## src/rtl/fifo_pkg.sv

```systemverilog
// Shared definitions for the mixed-clock FIFO get-side drainer: default width,
// drainer state encoding and the saturating counter helper.
package fifo_pkg;

    localparam int N_BITS_DEF = 32;

    typedef enum logic [1:0] {
        S_IDLE  = 2'b00,
        S_FETCH = 2'b01,
        S_STALL = 2'b10
    } drain_state_e;

    function automatic logic [15:0] sat_inc16(input logic [15:0] v);
        if (v == 16'hFFFF) begin
            sat_inc16 = v;
        end else begin
            sat_inc16 = v + 16'd1;
        end
    endfunction

endpackage

```

## src/rtl/fifo_get_drainer_if.sv

```systemverilog
// Get-port (FIFO side) and valid/ready stream (downstream side) of the drainer.
// master = the drainer, slave = the FIFO plus the downstream consumer.
interface fifo_get_drainer_if import fifo_pkg::*; #(
    parameter int N_BITS = N_BITS_DEF
) ();

    logic              empty_in;
    logic [N_BITS-1:0] data_in;
    logic              req_get;
    logic [N_BITS-1:0] m_data;
    logic              m_valid;
    logic              m_ready;

    modport master (
        input  empty_in,
        input  data_in,
        output req_get,
        output m_data,
        output m_valid,
        input  m_ready
    );

    modport slave (
        output empty_in,
        output data_in,
        input  req_get,
        input  m_data,
        input  m_valid,
        output m_ready
    );

endinterface

```

## src/rtl/get_skid_buf.sv

```systemverilog
// DEPTH-entry circular output buffer: pop writes data_in, a stream handshake
// retires the head; m_data/m_valid are registered and always show the head.
module get_skid_buf import fifo_pkg::*; #(
    parameter  int N_BITS = N_BITS_DEF,
    parameter  int DEPTH  = 2,
    localparam int CNT_W  = $clog2(DEPTH + 1),
    localparam int PTR_W  = (DEPTH > 1) ? $clog2(DEPTH) : 1
) (
    input  logic              clk,
    input  logic              reset,
    input  logic              pop,
    input  logic [N_BITS-1:0] wr_data,
    input  logic              m_ready,
    output logic [N_BITS-1:0] m_data,
    output logic              m_valid,
    output logic [CNT_W-1:0]  cnt,
    output logic [CNT_W-1:0]  cnt_next
);

    logic [N_BITS-1:0] mem_r [DEPTH];
    logic [PTR_W-1:0]  wr_ptr_r;
    logic [PTR_W-1:0]  rd_ptr_r;
    logic [CNT_W-1:0]  cnt_r;
    logic [N_BITS-1:0] m_data_r;
    logic              m_valid_r;

    logic              push_s;
    logic [CNT_W-1:0]  cnt_next_s;
    logic [CNT_W-1:0]  remain_s;
    logic [PTR_W-1:0]  wr_ptr_nxt_s;
    logic [PTR_W-1:0]  rd_ptr_nxt_s;
    logic [N_BITS-1:0] head_nxt_s;

    function automatic logic [PTR_W-1:0] ptr_inc(input logic [PTR_W-1:0] p);
        if (p == PTR_W'(DEPTH - 1)) begin
            ptr_inc = {PTR_W{1'b0}};
        end else begin
            ptr_inc = p + PTR_W'(1);
        end
    endfunction

    assign push_s   = m_valid_r & m_ready;
    assign cnt      = cnt_r;
    assign cnt_next = cnt_next_s;
    assign m_data   = m_data_r;
    assign m_valid  = m_valid_r;

    // Next count, pointers and the word that becomes the head after this edge.
    always_comb begin
        cnt_next_s   = cnt_r + CNT_W'(pop) - CNT_W'(push_s);
        remain_s     = cnt_r - CNT_W'(push_s);
        wr_ptr_nxt_s = pop    ? ptr_inc(wr_ptr_r) : wr_ptr_r;
        rd_ptr_nxt_s = push_s ? ptr_inc(rd_ptr_r) : rd_ptr_r;
        // With nothing left after the retire, the head can only be the word arriving now.
        if (remain_s == {CNT_W{1'b0}}) begin
            if (pop) begin
                head_nxt_s = wr_data;
            end else begin
                head_nxt_s = m_data_r;
            end
        end else begin
            head_nxt_s = mem_r[rd_ptr_nxt_s];
        end
    end

    // Buffer storage, pointers, occupancy and the registered stream outputs.
    always_ff @(posedge clk or negedge reset) begin
        if (!reset) begin
            for (int i = 0; i < DEPTH; i++) begin
                mem_r[i] <= {N_BITS{1'b0}};
            end
            wr_ptr_r  <= {PTR_W{1'b0}};
            rd_ptr_r  <= {PTR_W{1'b0}};
            cnt_r     <= {CNT_W{1'b0}};
            m_data_r  <= {N_BITS{1'b0}};
            m_valid_r <= 1'b0;
        end else begin
            if (pop) begin
                mem_r[wr_ptr_r] <= wr_data;
            end
            wr_ptr_r  <= wr_ptr_nxt_s;
            rd_ptr_r  <= rd_ptr_nxt_s;
            cnt_r     <= cnt_next_s;
            m_valid_r <= (cnt_next_s != {CNT_W{1'b0}});
            m_data_r  <= (cnt_next_s != {CNT_W{1'b0}}) ? head_nxt_s : m_data_r;
        end
    end

endmodule

```

## src/rtl/fifo_get_drainer.sv

```systemverilog
// Get-side consumer of the mixed-clock FIFO: paces req_get, buffers DEPTH words and
// re-presents them on a valid/ready stream. Optional feature macro: FIFO_DRAIN_CNT_EN.
module fifo_get_drainer import fifo_pkg::*; #(
    parameter  int N_BITS = N_BITS_DEF,
    parameter  int DEPTH  = 2,
    localparam int CNT_W  = $clog2(DEPTH + 1)
) (
    input  logic                clk,
    input  logic                reset,
    fifo_get_drainer_if.master  bus,
`ifdef FIFO_DRAIN_CNT_EN
    output logic [15:0]         drain_cnt,
`endif
    output logic                busy
);

    drain_state_e     state_r;
    logic             busy_r;
    logic [CNT_W-1:0] cnt_s;
    logic [CNT_W-1:0] cnt_next_s;
    logic             req_get_s;
    logic             drained_s;
    logic             full_next_s;

    // req_get never depends on m_ready, so a full buffer holds off the FIFO for a cycle.
    assign req_get_s   = reset & ~bus.empty_in & (cnt_s < CNT_W'(DEPTH));
    assign bus.req_get = req_get_s;
    assign busy        = busy_r;
    assign drained_s   = (cnt_next_s == {CNT_W{1'b0}}) & bus.empty_in;
    assign full_next_s = (cnt_next_s == CNT_W'(DEPTH));

    get_skid_buf #(
        .N_BITS (N_BITS),
        .DEPTH  (DEPTH)
    ) u_buf (
        .clk      (clk),
        .reset    (reset),
        .pop      (req_get_s),
        .wr_data  (bus.data_in),
        .m_ready  (bus.m_ready),
        .m_data   (bus.m_data),
        .m_valid  (bus.m_valid),
        .cnt      (cnt_s),
        .cnt_next (cnt_next_s)
    );

    // Observability FSM with busy registered alongside the state.
    always_ff @(posedge clk or negedge reset) begin
        if (!reset) begin
            state_r <= S_IDLE;
            busy_r  <= 1'b0;
        end else begin
            case (state_r)
                S_IDLE: begin
                    if (drained_s) begin
                        state_r <= S_IDLE;
                        busy_r  <= 1'b0;
                    end else begin
                        state_r <= S_FETCH;
                        busy_r  <= 1'b1;
                    end
                end
                S_FETCH: begin
                    if (full_next_s) begin
                        state_r <= S_STALL;
                        busy_r  <= 1'b1;
                    end else if (drained_s) begin
                        state_r <= S_IDLE;
                        busy_r  <= 1'b0;
                    end else begin
                        state_r <= S_FETCH;
                        busy_r  <= 1'b1;
                    end
                end
                S_STALL: begin
                    if (full_next_s) begin
                        state_r <= S_STALL;
                        busy_r  <= 1'b1;
                    end else if (drained_s) begin
                        state_r <= S_IDLE;
                        busy_r  <= 1'b0;
                    end else begin
                        state_r <= S_FETCH;
                        busy_r  <= 1'b1;
                    end
                end
                default: begin
                    state_r <= S_IDLE;
                    busy_r  <= 1'b0;
                end
            endcase
        end
    end

`ifdef FIFO_DRAIN_CNT_EN
    logic [15:0] drain_cnt_r;

    assign drain_cnt = drain_cnt_r;

    // Saturating count of words taken from the FIFO.
    always_ff @(posedge clk or negedge reset) begin
        if (!reset) begin
            drain_cnt_r <= 16'h0000;
        end else if (req_get_s) begin
            drain_cnt_r <= sat_inc16(drain_cnt_r);
        end else begin
            drain_cnt_r <= drain_cnt_r;
        end
    end
`endif

endmodule

```

## src/flat_wrapper.sv

```systemverilog
// flat-port wrapper written by rule: the top's interface ports become plain ports
module fifo_get_drainer_flat import fifo_pkg::*;
#(
    parameter  int N_BITS = N_BITS_DEF,
    parameter  int DEPTH  = 2,
    localparam int CNT_W  = $clog2(DEPTH + 1)
)
  (clk, reset, busy, bus_empty_in, bus_data_in, bus_req_get, bus_m_data, bus_m_valid, bus_m_ready);
  fifo_get_drainer_if #(.N_BITS(N_BITS)) bus_i ();
  input  logic clk;
  input  logic reset;
  output logic busy;
  input wire logic [$bits(bus_i.empty_in)-1:0] bus_empty_in;
  input wire logic [$bits(bus_i.data_in)-1:0] bus_data_in;
  output wire logic [$bits(bus_i.req_get)-1:0] bus_req_get;
  output wire logic [$bits(bus_i.m_data)-1:0] bus_m_data;
  output wire logic [$bits(bus_i.m_valid)-1:0] bus_m_valid;
  input wire logic [$bits(bus_i.m_ready)-1:0] bus_m_ready;
  assign bus_i.empty_in = bus_empty_in;
  assign bus_i.data_in = bus_data_in;
  assign bus_req_get = bus_i.req_get;
  assign bus_m_data = bus_i.m_data;
  assign bus_m_valid = bus_i.m_valid;
  assign bus_i.m_ready = bus_m_ready;
  fifo_get_drainer #(.N_BITS(N_BITS), .DEPTH(DEPTH)) u_core (.clk(clk), .reset(reset), .bus(bus_i), .busy(busy));
endmodule
```

## config.mk

```make
export PLATFORM = sky130hd
export DESIGN_NAME = fifo_get_drainer_flat
export DESIGN_NICKNAME = d
export VERILOG_FILES = /design/src/rtl/fifo_pkg.sv /design/src/rtl/fifo_get_drainer_if.sv /design/src/rtl/get_skid_buf.sv /design/src/rtl/fifo_get_drainer.sv /design/src/flat_wrapper.sv
export SDC_FILE = /design/constraint.sdc
export NUM_CORES = 1
export LEC_CHECK = 0
export CORE_UTILIZATION = 25
export CTS_CLUSTER_DIAMETER = 40
export DETAILED_ROUTE_END_ITERATION = 8
export SETUP_SLACK_MARGIN = 0.1
export SYNTH_ARGS = -nofsm -noshare
export SYNTH_HDL_FRONTEND = slang
export SYNTH_SLANG_ARGS = --single-unit
export TNS_END_PERCENT = 30
```

## constraint.sdc

```tcl
create_clock -name clk -period 2.8 [get_ports clk]
set_input_delay 0.56 -clock clk [delete_from_list [all_inputs] [get_ports clk]]
set_output_delay 0.56 -clock clk [all_outputs]
set_load 0.01 [all_outputs]
```

; Yosys cells after proc, flatten, opt, wreduce, memory -nomap -nowiden
; Cells that the tools add are included.
[word_totals]
reg_bits = 104
latch_bits = 0
ram_bits = 0
romBits = 0
in_bits = 36
output_inout_bits = 35
wordCells = 53
mem_count = 0
[op_classes]
n_addsub = 5
n_mul = 0
div_mod_pow = 0
n_lt_le_gt_ge = 4
eq_ne = 4
n_shift = 0
muxes = 17
bitwise = 7
n_reduce_logical = 7
[ops]
columns = cell, count
row1 = 2-to-1 mux 32 bit, 6
row2 = bitwise mux 64 bit, 1
row3 = demux 32 bit (select 1 bit), 1
row4 = logical NOT 2 bit, 3
row5 = 2-to-1 mux 1 bit, 6
row6 = AND 1 bit, 4
row7 = equality test 2 bit (second input constant), 2
row8 = greater-or-equal comparator 2 bit (second input constant), 2
row9 = NOT 1 -> 2 bit, 2
row10 = one-hot mux 2 bit (2 select lines), 1
row11 = subtractor 2 x 1 -> 2 bit, 2
row12 = adder 1 bit (second input constant), 2
row13 = adder 2 x 1 -> 2 bit, 1
row14 = equality test 2 x 1 -> 1 bit (second input constant), 1
row15 = < comparator 2 x 1 -> 1 bit (second input constant), 1
row16 = < comparator 2 bit (second input constant), 1
row17 = 2-to-1 mux 2 bit, 1
row18 = != test 2 bit (second input constant), 1
row19 = one-hot mux 1 bit (2 select lines), 1
row20 = AND reduction 2 bit, 1
row21 = nonzero test 2 bit, 1
row22 = OR reduction 2 bit, 1
row23 = logical AND 1 bit, 1
row24 = NOT 1 bit, 1

; Depth between registers and ports, before layout
; Gate-level depths: netlist (run 1).
[logic_depth]
ltp_word = 10
ltp_mapped = 9
ltp_nobuf = 9

; Modules after synthesis
; A second synthesis (run 1) with hierarchy kept.
[hier_totals]
cells_unflattened = 429
hier_area_um2 = 4695.8
[by_module_without_submodules]
columns = mod, instances, cells_each, area_each_um2, seq_area_each_um2
row1 = get_skid_buf, 1, 413, 4531.8, 2527.4
row2 = fifo_get_drainer, 1, 16, 163.9, 75.1

; Worst setup path before layout (run 1)
; No wires, ideal clock.
[synth_path]
path_kind = input to register
startpoint = input bus_empty_in
endpoint = register u_core.u_buf.m_data_r[10], in the netlist u_core.u_buf.m_data[10]
setup_time_ns = 0.125
arrival_ns = 2.283
t_required_ns = 2.675
setup_slack_ns = 0.392
cell_stages = 9
path_buffers = 1
path_cell_list = nand2b_1 nor2_1 xnor2_1 ha_1 inv_1 xnor2_1 o32ai_4 buf_6 mux2_2
[synth_via]
elab_chain_cells = 7
word_cells_on_any_way = 8
classes_between = 2 x add/sub / 1 x eq/ne / 3 x bitwise / 2 x reduce/logical
[synth_rtl]
columns = item, line_no
row1 = from (decl), flat_wrapper.sv:13  ; input wire logic [$bits(bus_i.empty_in)-1:0] bus_empty_in;
row2 = NOT 1 bit (*), fifo_get_drainer.sv:26  ; assign req_get_s = reset & ~bus.empty_in & (cnt_s < CNT_W'(DEPTH));
row3 = AND 1 bit (*) (2 in series), fifo_get_drainer.sv:26
row4 = net bus_req_get, flat_wrapper.sv:15  ; output wire logic [$bits(bus_i.req_get)-1:0] bus_req_get;
row5 = adder 2 x 1 -> 2 bit, get_skid_buf.sv:50  ; cnt_next_s = cnt_r + CNT_W'(pop) - CNT_W'(push_s);
row6 = subtractor 2 x 1 -> 2 bit, get_skid_buf.sv:50
row7 = nonzero test 2 bit, get_skid_buf.sv:85  ; m_data_r <= (cnt_next_s != {CNT_W{1'b0}}) ? head_nxt_s : m_data_r;
row8 = AND reduction 2 bit (no source line) (*), n/a
row9 = to (signal assigned), get_skid_buf.sv:75  ; m_data_r <= {N_BITS{1'b0}};
row10 = to (signal assigned), get_skid_buf.sv:85
row11 = to (decl), get_skid_buf.sv:24  ; logic [N_BITS-1:0] m_data_r;
; The timed path passes the listed nets; every way through them passes the cells marked *.
; A chain may end at the register's enable or synchronous reset.

; Final worst setup path (run 1)
[layout_path]
startpoint = input bus_empty_in
endpoint = output bus_req_get
[layout_via]
elab_chain_cells = 3
[layout_rtl]
columns = item, line_no
row1 = NOT 1 bit, fifo_get_drainer.sv:26
row2 = AND 1 bit (2 in series), fifo_get_drainer.sv:26
row3 = to (decl), flat_wrapper.sv:15
; No other way between the ends.

==> flow_metrics.tcl, run 1 <==
set metrics [dict create \
    synth_top_area_share_pct 53.05 \
    cts_tree "done" \
    synthFlopType "dfrtp_1" \
    ir_drop_v 0.0004795 \
    ant_nets 0 \
    p_sw_share_pct 30.03 \
    gr-total-overflow 0 \
    grt_max_degree 62 \
    cts_buffers 9 \
    die_y_um 142.1 \
    htreeDepth 3 \
    p_switching_mw 2.581 \
    drt_iter0_markers 56 \
    yosys-top-cells-count "mux2_2, dfrtp_1, mux2_4" \
    place_congestion 0.7102 \
    nets 437 \
    worst-r2r-cell-count 8 \
    grtUsageTotal_pct 10.71 \
    ys_warn_count 0 \
    start_kind "input port" \
    yosysSeqAreaShare_pct 53.05 \
    relSlewSlack_pct 46.88 \
    worst_pin_slew_ps 796.8 \
    avgSynthCellArea_um2 15.57 \
    yosysMostFrequentCell "mux2_2" \
    finalCriticalPeriod_ps 2542 \
    grt_pass1_wl_um 16500 \
    power.total_mw 8.595 \
    powerDensity_nw_per_um2 1351 \
    post_cts_buffers 0 \
    yosys.area.top_type "dfrtp_1" \
    synth_cells 315 \
    grt_setup_unrepaired "no" \
    clkPwrFrac_pct 14.7 \
    viasPerCell 4.184 \
    drv_cap 0 \
    fillers 1844 \
    die_w_um 142.1 \
    combinationalPowerShare_pct 53.5 \
    num_vias 2774 \
    ctsHoldBuffers 0 \
    reg2reg_slack_ps 580 \
    drtPass1Iterations 4 \
    endpoint_kind "output port" \
    clk_pin_slew_ps 70 \
    synth_edf_count 0 \
    antenna_found_initial 0 \
    clockRootBuffer "clkbuf_16" \
    cp.required_ps 2240 \
    seqPwrFrac_pct 31.8 \
    final.setup.tns_ps 0 \
    diodes 0 \
    setup_viol 0 \
    p_int_mw 6.014 \
    coreArea_um2 18960 \
    area_growth_pct 29.66 \
    dp_slack_ps -4.939 \
    drcViolationCount 0 \
    clock.fmax_ghz 0.3934 \
    cts_sinks 104 \
    final_util_pct 33.56 \
    arrival_ps 1980 \
    cp_max_fo 3 \
    r2r_start "u_core.u_buf.cnt[1]" \
    report.final.slew_viol_count 0 \
    start_util_pct 25.88 \
    fin_crit_sh_pct 90.79 \
    wl_um 9980 \
    dpl.hpwl_um 6624 \
    syn-num-nets 354 \
    mappedNetlistArea_um2 4906 \
    fin_skew_ps 7.532 \
    ios 71 \
    postLayoutCellArea_um2 6361 \
    cts_resized 0 \
    dpl_cell_area_um2 6061 \
    multi_input_area_um2 2186 \
    drive_gt1_share_pct 47.15 \
    outcome "completed" \
    worstSkewPairLatency_ps 340 \
    wire_per_inst_um 15.05 \
    rr_endpoint "u_core.u_buf.m_data[4]" \
    num_rows 50 \
    synthArstFlopShare_pct 100.0 \
    die_area_um2 20190 \
    grt_pass1_vias 3139 \
    numPortBuffers 70 \
    synth_area_leaders "dfrtp_1, mux2_2, mux2_4, mux2_1, buf_6" \
    register_area_um2 2603 \
    p_leak_nw 2.669 \
    cts_buffer_depth 2 \
    synth.distinct_cells 31 \
    setup_ws_ps 257.8 \
    hold_path.class "in2async" \
    critPathKind "in2out" \
    finalHoldViolations 0 \
    ys_seq_elements 104 \
]
logic make-up after synthesis:
family	Yosys count	synth area share, %
and+or+nand+nor	12	1.326
buffers and inverters	22	2.907
DFF	104	53.05
adders and majority gates	3	0.7652
xor gates and xnor gates	5	1.199
AOI/OAI and AO/OA	9	1.811
muxes	160	38.94
sequential cells by signal, summed over array words and instances, names as in the netlist:
register / cells
u_core.u_buf.rd_ptr_r: 1
u_core.u_buf.m_valid: 1
u_core.u_buf.wr_ptr_r: 1
u_core.busy: 1
u_core.state_r: 2
u_core.u_buf.cnt: 2
u_core.u_buf.mem_r: 64
u_core.u_buf.m_data: 32
power groups by stage:
stage	combinational (mW)	clock [mW]	sequential (mW)
after floorplan	3.20	0	2.75
after CTS	4.69	1.33	2.74
after global routing	4.99	1.38	2.84
after global placement	4.58	0	2.71
after detailed placement	4.67	0	2.76
final	4.60	1.27	2.73
metal layers:
metal,track usage (%),up-vias,part of all wire (%),wire [um]
li1,-,1287,-,-
met1,13.22,1426,47,4650
met2,17.93,50,48,4824
met3,2.894,11,3.8,376
met4,3.735,0,1.3,127
met5,0,-,0,0
worst max path at each step:
| stage | start | to | slack (ps) |
|---|---|---|---|
| 5_1_grt | bus_empty_in | bus_req_get | 170 |
| 4_1_cts | bus_empty_in | bus_req_get | 240 |
| 3_5_place_dp | bus_m_ready | u_core.u_buf.m_data[4] | -5 |
| 3_3_place_gp | bus_empty_in | u_core.u_buf.m_data[4] | 7 |
| 6_report | bus_empty_in | bus_req_get | 260 |
| 2_1_floorplan | bus_empty_in | u_core.u_buf.m_data[10] | 390 |
cell usage in the layout (no fill, tap or decap):
| master | Yosys | routed |
|---|---|---|
| ha_1 | 3 | 3 |
| o31ai_1 | 1 | 1 |
| a21oi_1 | 2 | 2 |
| dfrtp_1 | 104 | 104 |
| nand2b_1 | 1 | 1 |
| buf_4 | 1 | 13 |
| xnor2_1 | 2 | 2 |
| xor2_1 | 1 | 1 |
| clkdlybuf4s50_1 | 0 | 69 |
| a221oi_1 | 1 | 1 |
| nand3_1 | 1 | 1 |
| xnor2_2 | 1 | 1 |
| nor2_1 | 4 | 3 |
| clkbuf_16 | 0 | 9 |
| o21bai_1 | 1 | 1 |
| or3_1 | 1 | 1 |
| clkinv_2 | 0 | 2 |
| o32ai_1 | 1 | 1 |
| and3b_1 | 1 | 1 |
| o32ai_4 | 1 | 1 |
| bufinv_16 | 0 | 1 |
| nand2_2 | 1 | 1 |
| nor3_2 | 0 | 1 |
| a21oi_2 | 1 | 1 |
| inv_1 | 5 | 5 |
| nor2_4 | 0 | 1 |
| and2_2 | 0 | 1 |
| mux2_1 | 12 | 12 |
| clkbuf_8 | 0 | 2 |
| buf_12 | 0 | 7 |
| a21bo_1 | 1 | 1 |
| nor2b_1 | 1 | 1 |
| mux2_4 | 29 | 29 |
| clkbuf_1 | 1 | 2 |
| xor2_4 | 0 | 1 |
| mux2_2 | 119 | 119 |
final cells by class:
| type | instances | share of cell area, % |
|---|---|---|
| Clock buffer | 13 | 4.091 |
| Clock inverter | 3 | 0.6294 |
| Inverter | 5 | 0.2950 |
| Multi-Input combinational cell | 189 | 34.36 |
| Sequential cell | 104 | 40.91 |
| Tap cell | 260 | 5.114 |
| Timing Repair Buffer | 89 | 14.59 |
per-stage QoR:
step | hold WS (ps) | instances
final | 311.0 | 663
after global routing | 352.4 | 663
after CTS | 320.5 | 663
after detailed placement | 479.2 | 647
after global placement | 468.1 | 647
after floorplan | 264.4 | 315
critical path: stages:
cell	delay [ps]
clkdlybuf4s50_1	420
nand2b_1	160
nor2_1	150
buf_4	160
clkdlybuf4s50_1	520
Power figures use the tool's default switching activity.
==> run 2, diff against run 1 <==
- CAP_MARGIN: unset -> 20
==> results of run 2 <==
Final layout, timing and power as in run 1 (identical DEF).
==> run 3, diff against run 2 <==
--- a/constraint.sdc
+++ b/constraint.sdc
@@ -3,2 +3,2 @@
 set_output_delay 0.56 -clock clk [all_outputs]
-set_load 0.01 [all_outputs]
+set_load 0.02 [all_outputs]
==> results of run 3 <==
The final DEF is identical to that of run 1. Status: completed.
Among the figures that moved: setup slack after layout 257.8 ps -> 189.9 ps; total power 8.595 mW -> 8.789 mW; worst IR drop on VDD 0.0004795 V -> 0.0005329 V
